**src/rtl/alu_seq_pkg.sv**
```systemverilog
`default_nettype none
// ============================================================================
//  Module      : alu_seq_pkg
//  Description : Shared types and constants for the chunked add/sub sequencer
//  Revision    : 1.0  initial release
// ============================================================================
package alu_seq_pkg;

    // Sequencer state encoding
    typedef enum logic [1:0] {
        ST_IDLE = 2'd0,
        ST_RUN  = 2'd1,
        ST_DONE = 2'd2
    } state_t;

    // Bits per nibble adder feeding one lookahead input
    localparam int NIBBLE = 4;

    // Number of chunks needed to cover the full operand width
    function automatic int calc_nchunk(input int width, input int chunk);
        return width / chunk;
    endfunction

endpackage : alu_seq_pkg
`default_nettype wire

```
**src/rtl/cla4_group.sv**
```systemverilog
`default_nettype none
// ============================================================================
//  Module      : cla4_group
//  Description : Combinational 4-input carry-lookahead group (nibble level)
//  Revision    : 1.0  initial release
// ============================================================================
module cla4_group (
    input  logic [3:0] i_p,     // nibble propagates, active-high
    input  logic [3:0] i_g,     // nibble generates, active-high
    input  logic       i_c,     // group carry-in
    output logic       o_c1,
    output logic       o_c2,
    output logic       o_c3,
    output logic       o_pg,    // group propagate
    output logic       o_gg,    // group generate
    output logic       o_cout   // group carry-out
);

    assign o_c1 = i_g[0] | (i_p[0] & i_c);
    assign o_c2 = i_g[1] | (i_p[1] & i_g[0]) | (i_p[1] & i_p[0] & i_c);
    assign o_c3 = i_g[2] | (i_p[2] & i_g[1]) | (i_p[2] & i_p[1] & i_g[0])
                | (i_p[2] & i_p[1] & i_p[0] & i_c);

    assign o_pg = &i_p;
    assign o_gg = i_g[3] | (i_p[3] & i_g[2]) | (i_p[3] & i_p[2] & i_g[1])
                | (i_p[3] & i_p[2] & i_p[1] & i_g[0]);

    assign o_cout = o_gg | (o_pg & i_c);

endmodule : cla4_group
`default_nettype wire

```
**src/rtl/alu_carry_seq.sv**
```systemverilog
`default_nettype none
// ============================================================================
//  Module      : alu_carry_seq
//  Description : Multi-cycle wide add/subtract, CHUNK bits per clock through
//                one time-shared 4-nibble lookahead group
//  Revision    : 1.0  initial release
// ============================================================================
module alu_carry_seq
    import alu_seq_pkg::*;
#(
    parameter int WIDTH = 32,
    parameter int CHUNK = 16
) (
    input  logic             clk,
    input  logic             rst_n,
    input  logic             i_start,
    input  logic             i_op_sub,
    input  logic             i_cin,
    input  logic [WIDTH-1:0] i_a,
    input  logic [WIDTH-1:0] i_b,
    input  logic             i_abort,
    output logic             o_busy,
    output logic             o_done,
    output logic [WIDTH-1:0] o_sum,
    output logic             o_cout,
    output logic             o_ovf,
    output logic             o_zero
);

    localparam int              C_NCHUNK = calc_nchunk(WIDTH, CHUNK);
    localparam int              C_CW     = (C_NCHUNK > 1) ? $clog2(C_NCHUNK) : 1;
    localparam logic [C_CW-1:0] C_LAST   = C_CW'(C_NCHUNK - 1);

    state_t            r_state, w_next;
    logic [WIDTH-1:0]  r_a, r_b, r_sum, w_sum_next;
    logic [C_CW-1:0]   r_cnt;
    logic              r_carry, r_busy, r_done, r_cout, r_ovf, r_zero;

    logic [CHUNK-1:0]  w_ca, w_cb, w_pb, w_gb, w_chunk_sum;
    logic [3:0]        w_p_nib, w_g_nib, w_nc;
    logic              w_c1, w_c2, w_c3, w_pg, w_gg, w_gcout, w_chain, w_cmsb;
    logic              w_last;

    // Select the operand chunk addressed by the counter and merge the new chunk result
    always_comb begin
        w_ca       = '0;
        w_cb       = '0;
        w_sum_next = r_sum;
        for (int k = 0; k < C_NCHUNK; k++) begin
            if (r_cnt == C_CW'(k)) begin
                w_ca = r_a[k*CHUNK +: CHUNK];
                w_cb = r_b[k*CHUNK +: CHUNK];
                w_sum_next[k*CHUNK +: CHUNK] = w_chunk_sum;
            end
        end
    end

    assign w_pb = w_ca ^ w_cb;
    assign w_gb = w_ca & w_cb;

    assign w_nc = {w_c3, w_c2, w_c1, r_carry};

    // Inline nibble adders: nibble P/G for the lookahead, sum bits from a local ripple
    for (genvar n = 0; n < CHUNK / NIBBLE; n++) begin : g_nib
        logic [NIBBLE-1:0] w_p, w_g, w_k;
        assign w_p = w_pb[n*NIBBLE +: NIBBLE];
        assign w_g = w_gb[n*NIBBLE +: NIBBLE];
        assign w_k[0] = w_nc[n];
        assign w_k[1] = w_g[0] | (w_p[0] & w_k[0]);
        assign w_k[2] = w_g[1] | (w_p[1] & w_k[1]);
        assign w_k[3] = w_g[2] | (w_p[2] & w_k[2]);
        assign w_p_nib[n] = &w_p;
        assign w_g_nib[n] = w_g[3] | (w_p[3] & w_g[2]) | (w_p[3] & w_p[2] & w_g[1])
                          | (w_p[3] & w_p[2] & w_p[1] & w_g[0]);
        assign w_chunk_sum[n*NIBBLE +: NIBBLE] = w_p ^ w_k;
    end

    cla4_group u_cla (
        .i_p    (w_p_nib),
        .i_g    (w_g_nib),
        .i_c    (r_carry),
        .o_c1   (w_c1),
        .o_c2   (w_c2),
        .o_c3   (w_c3),
        .o_pg   (w_pg),
        .o_gg   (w_gg),
        .o_cout (w_gcout)
    );

    // Chunk-to-chunk carry rebuilt from group P/G; the explicit carry-out feeds the final flags
    assign w_chain = w_gg | (w_pg & r_carry);
    // Carry into the MSB recovered from its sum bit and propagate
    assign w_cmsb  = w_chunk_sum[CHUNK-1] ^ w_pb[CHUNK-1];
    assign w_last  = (r_cnt == C_LAST);

    // Next-state logic; abort beats last-chunk completion
    always_comb begin
        w_next = r_state;
        case (r_state)
            ST_IDLE: if (i_start) w_next = ST_RUN;
            ST_RUN: begin
                if (i_abort)     w_next = ST_IDLE;
                else if (w_last) w_next = ST_DONE;
            end
            ST_DONE: w_next = ST_IDLE;
            default: w_next = ST_IDLE;
        endcase
    end

    // State register with registered busy/done status
    always_ff @(posedge clk or negedge rst_n) begin
        if (!rst_n) begin
            r_state <= ST_IDLE;
            r_busy  <= 1'b0;
            r_done  <= 1'b0;
        end else begin
            r_state <= w_next;
            r_busy  <= (w_next == ST_RUN);
            r_done  <= (w_next == ST_DONE);
        end
    end

    // Operand capture, per-chunk result write-back and final flag registration
    always_ff @(posedge clk or negedge rst_n) begin
        if (!rst_n) begin
            r_a     <= '0;
            r_b     <= '0;
            r_sum   <= '0;
            r_cnt   <= '0;
            r_carry <= 1'b0;
            r_cout  <= 1'b0;
            r_ovf   <= 1'b0;
            r_zero  <= 1'b1;
        end else begin
            case (r_state)
                ST_IDLE: begin
                    if (i_start) begin
                        r_a     <= i_a;
                        r_b     <= i_op_sub ? ~i_b : i_b;
                        r_carry <= i_cin;
                        r_cnt   <= '0;
                    end
                end
                ST_RUN: begin
                    if (!i_abort) begin
                        r_sum   <= w_sum_next;
                        r_carry <= w_chain;
                        r_cnt   <= r_cnt + C_CW'(1);
                        if (w_last) begin
                            r_cout <= w_gcout;
                            r_ovf  <= w_cmsb ^ w_gcout;
                            r_zero <= (w_sum_next == '0);
                        end
                    end
                end
                default: ;
            endcase
        end
    end

    assign o_busy = r_busy;
    assign o_done = r_done;
    assign o_sum  = r_sum;
    assign o_cout = r_cout;
    assign o_ovf  = r_ovf;
    assign o_zero = r_zero;

endmodule : alu_carry_seq
`default_nettype wire

```
**config.mk**
```make
export PLATFORM = sky130hd
export DESIGN_NAME = alu_carry_seq
export DESIGN_NICKNAME = d
export VERILOG_FILES = /design/src/rtl/alu_seq_pkg.sv /design/src/rtl/cla4_group.sv /design/src/rtl/alu_carry_seq.sv
export SDC_FILE = /design/constraint.sdc
export NUM_CORES = 1
export LEC_CHECK = 0
export ABC_CLOCK_PERIOD_IN_PS = 6800
export CAP_MARGIN = 10
export CORE_ASPECT_RATIO = 0.9
export CORE_MARGIN = 8
export CORE_UTILIZATION = 50
export CTS_CLUSTER_SIZE = 28
export DETAILED_ROUTE_END_ITERATION = 6
export PLACE_DENSITY = 0.78
export SYNTH_ARGS = -nofsm -noshare
export SYNTH_HDL_FRONTEND = slang
export SYNTH_HIERARCHICAL = 1
export SYNTH_SLANG_ARGS = --single-unit
export TNS_END_PERCENT = 100
```
**constraint.sdc**
```tcl
create_clock -name clk -period 6.8 [get_ports clk]
set_input_delay 1.36 -clock clk [delete_from_list [all_inputs] [get_ports clk]]
set_output_delay 1.36 -clock clk [all_outputs]
set_load 0.03 [all_outputs]
```
# Word level (Yosys, flattened, before mapping)
# Cells that the tools add are included.
# word_totals
input_bits,70
ramBits,0
elab_cells,135
mem_bits_ro,0
mem_count,0
reg_bits,105
out_inout_bits,37
latch_bits,0
# classes
magnitude_cmp,0
addsub,1
n_reduce_logical,12
bitwise,91
shift,0
mux,15
n_eq_ne,5
n_mul,0
n_div,0
# ops
op,count
16-bit 2-to-1 mux,4
1-bit bitwise AND,47
1-bit OR,34
32-bit logical NOT,1
32-bit 2-to-1 mux,1
32-bit inverter,1
16-bit bitwise AND,1
16-bit AND reduction,1
4-bit AND reduction,4
16-bit bitwise XOR,1
4-bit bitwise XOR,4
2-bit 2-to-1 mux,3
3-bit AND reduction,2
2-bit by 1-bit == test with 1-bit output (second input constant),2
1-bit 2-to-1 mux,4
2-bit != test (second input constant),2
1-bit one-hot mux with 2 select lines,2
2-bit one-hot mux with 2 select lines,1
2-bit AND reduction,2
2-bit == test (second input constant),1
2-bit logical NOT,1
2-bit nonzero test,1
1-bit bitwise XOR,2
1-bit adder (second input constant),1
1-bit inverter,1

# Longest topological paths before layout
# logic_depth
depth_word,19
ltp_mapped,22
depth_no_buf,19

# Cells and area by module
# Netlist, hierarchy kept.
# modules_own_cells
mod,cells_each,n_inst,seq_area_each_um2,area_each_um2
alu_carry_seq,492,1,2628.8,5327.6
cla4_group,10,1,0.0,60.1

# Least setup slack after synthesis
# OpenSTA, ideal clock, no wires.
# synth_timing
path_kind,register to register
startpoint,register r_cnt
endpoint,"register r_zero, in the netlist o_zero"
stages_incl_launch_ff,22
setup_ns,0.086
path_buffers,2
synth_period_minus_slack_ns,4.689
t_arrival_ns,4.603
slack_ns,2.111
required_time_ns,6.714
cell_sequence,dfrtp_1 -> buf_2 -> buf_1 -> mux2_2 -> ha_1 -> a21oi_1 -> nor2b_1 -> o21ai_0 -> nand2b_1 -> a21o_1 -> a21oi_2 -> inv_2 -> a21o_1 -> inv_1 -> fa_1 -> inv_1 -> fa_1 -> fa_1 -> nor4b_1 -> nand4_1 -> or3_1 -> o31ai_2
# synth_between
word_cells_on_any_way,78
classes_between,4 x mux; 69 x bitwise; 5 x reduce/logical
# synth_lines
element,line,rtl
"start, declared",alu_carry_seq.sv:36,logic [C_CW-1:0] r_cnt;
"start signal, assigned",alu_carry_seq.sv:148,r_cnt <= r_cnt + C_CW'(1);
16-bit 2-to-1 mux,alu_carry_seq.sv:50,if (r_cnt == C_CW'(k)) begin
16-bit bitwise XOR or 16-bit bitwise AND (tied branches),"alu_carry_seq.sv:58, alu_carry_seq.sv:59",
1-bit bitwise AND (on tied branches),"alu_carry_seq.sv:73, alu_carry_seq.sv:74",
1-bit OR (tied with other cells),alu_carry_seq.sv:73,assign w_g_nib[n] = w_g[3] | (w_p[3] & w_g[2]) | (w_p[3] & w_p[2] & w_g[1])
1-bit OR or 1-bit bitwise AND (tied branches),"alu_carry_seq.sv:73, alu_carry_seq.sv:74",
1-bit OR *,alu_carry_seq.sv:74,| (w_p[3] & w_p[2] & w_p[1] & w_g[0]);
via w_g_nib[0],alu_carry_seq.sv:40,"logic [3:0] w_p_nib, w_g_nib, w_nc;"
1-bit OR *,cla4_group.sv:19,assign o_c1 = i_g[0] | (i_p[0] & i_c);
via w_c1,alu_carry_seq.sv:41,"logic w_c1, w_c2, w_c3, w_pg, w_gg, w_gcout, w_chain, w_cmsb;"
[... 1 more ...],n/a,
1-bit OR,alu_carry_seq.sv:69,assign w_k[1] = w_g[0] | (w_p[0] & w_k[0]);
1-bit bitwise AND,alu_carry_seq.sv:70,assign w_k[2] = w_g[1] | (w_p[1] & w_k[1]);
1-bit OR,alu_carry_seq.sv:70,
1-bit bitwise AND,alu_carry_seq.sv:71,assign w_k[3] = w_g[2] | (w_p[2] & w_k[2]);
1-bit OR,alu_carry_seq.sv:71,
4-bit bitwise XOR *,alu_carry_seq.sv:75,assign w_chunk_sum[n*NIBBLE +: NIBBLE] = w_p ^ w_k;
16-bit 2-to-1 mux,alu_carry_seq.sv:50,
32-bit logical NOT *,alu_carry_seq.sv:152,r_zero <= (w_sum_next == '0);
"end signal, assigned",alu_carry_seq.sv:152,
"end, declared",alu_carry_seq.sv:37,"logic r_carry, r_busy, r_done, r_cout, r_ovf, r_zero;"
# Mark *: on every way through the listed nets, which the timed path passes. The rest lies on a longest branch.
# A chain may end at the register's enable or synchronous reset.

# Worst setup path in the final report
# Same ends and word-level chain as after synthesis.

==> impl_metrics.toml <==
[routing]
wire_per_inst_um = 16.6
vias = 3887
vias_per_cell = 5.30
drcViolationCount = 0
drt_iter0_markers = 363
drtPass1Iterations = 5
ant_nets = 0
routed_wl_mm = 12.2

[power]
p_leak_nw = 2.86
p_per_area_nw_per_um2 = 591
peakVddDrop_v = 0.000267

[logic_synthesis]
synth_flop_cell = "dfrtp_1"
ys_ff_latch = 105
postSynthNetCount = 600
syn_area_um2 = 5390
synth_cell_types = 40
synth_area_per_cell_um2 = 10.7
async_flop_share_pct = 100
ys_seq_area_share_pct = 48.8
synth_edf_count = 0
syn_inst = 502
synth_warnings = 6

[setup_path]
timing.rr.start = "r_cnt"
worst_setup_path_start_kind = "register"
slowest_stage = "dfrtp_2"
worstSetupStartpoint = "r_cnt"
critical_path_depth = 19
crit_path_end = "o_zero"
cp_num_buf_inv = 3
max_stage_delay_ns = 1.03
reg2reg_depth = 19
reg2reg_slack_ns = 1.47
crit_fanout = 46
cp.required_ns = 7.06
regToRegEndpoint = "o_zero"
critPathKind = "register to register"
crit_top_cell = "fa_1"
cp-end-kind = "register"
cp_cell_sequence = "mux2_2 -> ha_1 -> a21oi_1 -> nor2b_1 -> o21ai_0 -> nand2b_1 -> a21o_1 -> a21oi_2 -> inv_2 -> a21o_1 -> inv_1 -> fa_1 -> inv_1 -> fa_1 -> fa_1 -> nor4b_1 -> nand4_1 -> or3_1 -> o31ai_2"
path_delay_family = "adder cells"
critPathArrivalTime_ns = 5.58

[placed_design]
gp_congestion = 0.875
place_ws_ns = 1.59
dp_hpwl_mm = 9.25
place_inst = 717
portBuffers = 106

[layout]
layout-drive-gt1-share_pct = 14.0
syn2layout_area_growth_pct = 26.0
fillers = 842
finalNonFillerCells = 733
finalNetCount = 693
n_antenna_cell = 0

[job]
cap_violations = 0

[die]
die_w_um = 125
dieArea_um2 = 14400
fp.dieH_um = 114
rows = 36
start_util_pct = 50.5
top_level_ports = 107
core_um2 = 10700

[clocking]
clkTransAtPathRegs_ns = 0.07
clock_path_buffers = 2
htree_levels = 3
postCtsSetupRepairBufs = 0
ctsResizeCount = 0
insertion_delay_ns = 0.34
root_buffer = "clkbuf_16"
cts.sinks = 105
cts-buffers-inserted = 9
cts_tree = "built"
holdBufCountCts = 0

[global_route]
grt_remaining_overflow = 0
antenna_found_initial = 0
grt_max_degree = 99
grt_pass1_wl_mm = 20.7
grt_pass1_vias = 4092
gr-usage-all-layers_pct = 17.8

[sta]
rsz0062_at_grt = "false"
min_period_over_period_pct = 78.3
slew_headroom_pct = 32.7
hold_viol = 0
worst_slack_ns = 1.47
timing.final.max_slew_violations = 0
setup_tns_ns = 0
max_freq_mhz = 188
finalSetupViolations = 0
fin_worst_skew_ns = 0.00675
max_slew.worst_pin.slew_ns = 1.01
fin_crit_ns = 5.33

[worst_hold_path]
hold_class = "register to register"
hold_depth = 2

[status]
status = "finished, final reports clean"
-- layer usage --
| metal | part of all wire [%] | vias up | GRT usage, % |
|---|---|---|---|
| li1 | - | 1872 | - |
| met1 | 47 | 1859 | 24.7 |
| met2 | 44 | 143 | 26.5 |
| met3 | 7.0 | 13 | 4.80 |
| met4 | 1.2 | 0 | 5.51 |
| met5 | 0 | - | 0 |
-- layout make-up --
cell class	count	area [µm²]	area share, %
clock buffer	12	246	3.63
clock inverter	4	28.8	0.424
inverter	18	67.6	0.995
multi-input combinational	353	2580	38.0
sequential	105	2630	38.7
tap	133	166	2.45
timing repair buffer	108	1070	15.7
-- flip-flops by register name, indices dropped and copies added (netlist names), 2 cells and up --
name,cells
r_b,32
o_sum,32
r_a,32
r_state,2
-- cells in the mapped netlist (2+ instances only) --
| master | n | area (µm²) |
|---|---|---|
| nor3b_1 | 3 | 22.5 |
| mux2i_1 | 6 | 60.1 |
| nand2b_1 | 7 | 43.8 |
| buf_2 | 14 | 70.1 |
| nand2_1 | 72 | 270 |
| a21oi_1 | 41 | 205 |
| nor4_1 | 3 | 18.8 |
| o21ai_0 | 24 | 120 |
| fa_1 | 12 | 240 |
| and4_1 | 5 | 43.8 |
| nor2b_1 | 5 | 31.3 |
| buf_1 | 2 | 7.51 |
| inv_1 | 17 | 63.8 |
| mux2_2 | 58 | 653 |
| o21ai_1 | 2 | 10.0 |
| a21o_1 | 2 | 15.0 |
| ha_1 | 16 | 200 |
| nand4_1 | 2 | 12.5 |
| xnor2_1 | 37 | 324 |
| nor3_1 | 5 | 25.0 |
| clkbuf_1 | 10 | 37.5 |
| dfrtp_1 | 104 | 2600 |
| nor2_1 | 38 | 143 |
-- metrics by stage --
| stage | instance area [µm²] | power, mW | utilization, % | hold WS (ns) |
|---|---|---|---|---|
| 2_1_floorplan | 5390 | 2.76 | - | 0.475 |
| 3_3_place_gp | 6510 | 3.43 | 61.0 | 0.463 |
| 3_5_place_dp | 6510 | 3.52 | 61.0 | 0.467 |
| 4_1_cts | 6790 | 4.02 | 63.6 | 0.482 |
| 5_1_grt | 6790 | 4.34 | 63.6 | 0.516 |
| 6_report | 6790 | 4.01 | 63.6 | 0.484 |
-- logic make-up after synthesis --
group	count (synthesis)	synth area share (%)
AOI/OAI and AO/OA	74	7.41
xor gates and xnor gates	38	6.18
adders and majority gates	28	8.17
buffers and inverters	44	3.39
DFF	105	48.8
muxes	64	13.2
and+or+nand+nor	149	12.8
-- how the worst min path moves through the flow --
stage | from | to
after floorplan | r_a[17] | r_a[17]
after detailed placement | o_sum[30] | o_sum[30]
final | o_sum[21] | o_sum[21]
after CTS | o_sum[30] | o_sum[30]
after global routing | r_a[25] | r_a[25]
after global placement | o_sum[21] | o_sum[21]
-- tightest hold or removal path, delay by kind of cell, from the launching register on --
family           cells  cell delay (ns)
DFF                  1             0.34
and+or+nand+nor      2             0.12
-- power by group --
group / total, mW / internal [mW] / switching [mW]
combinational: 2.37 / 1.06 / 1.31
sequential: 1.16 / 0.927 / 0.237
clock: 0.480 / 0.259 / 0.221
-- layout by cell type, fill, tap and decap left out, types with 3 or more instances in the layout --
cell type        instances
clkdlybuf4s50_1        104
dfrtp_1                103
nand2_1                 72
mux2_2                  58
a21oi_1                 41
nor2_1                  38
xnor2_1                 37
o21ai_0                 24
inv_1                   17
ha_1                    16
fa_1                    12
clkbuf_16                9
nand2b_1                 7
mux2i_1                  6
and4_1                   5
nor2b_1                  5
nor3_1                   5
nor4_1                   3
buf_4                    3
No activity file was read; power rests on OpenSTA's default activity.
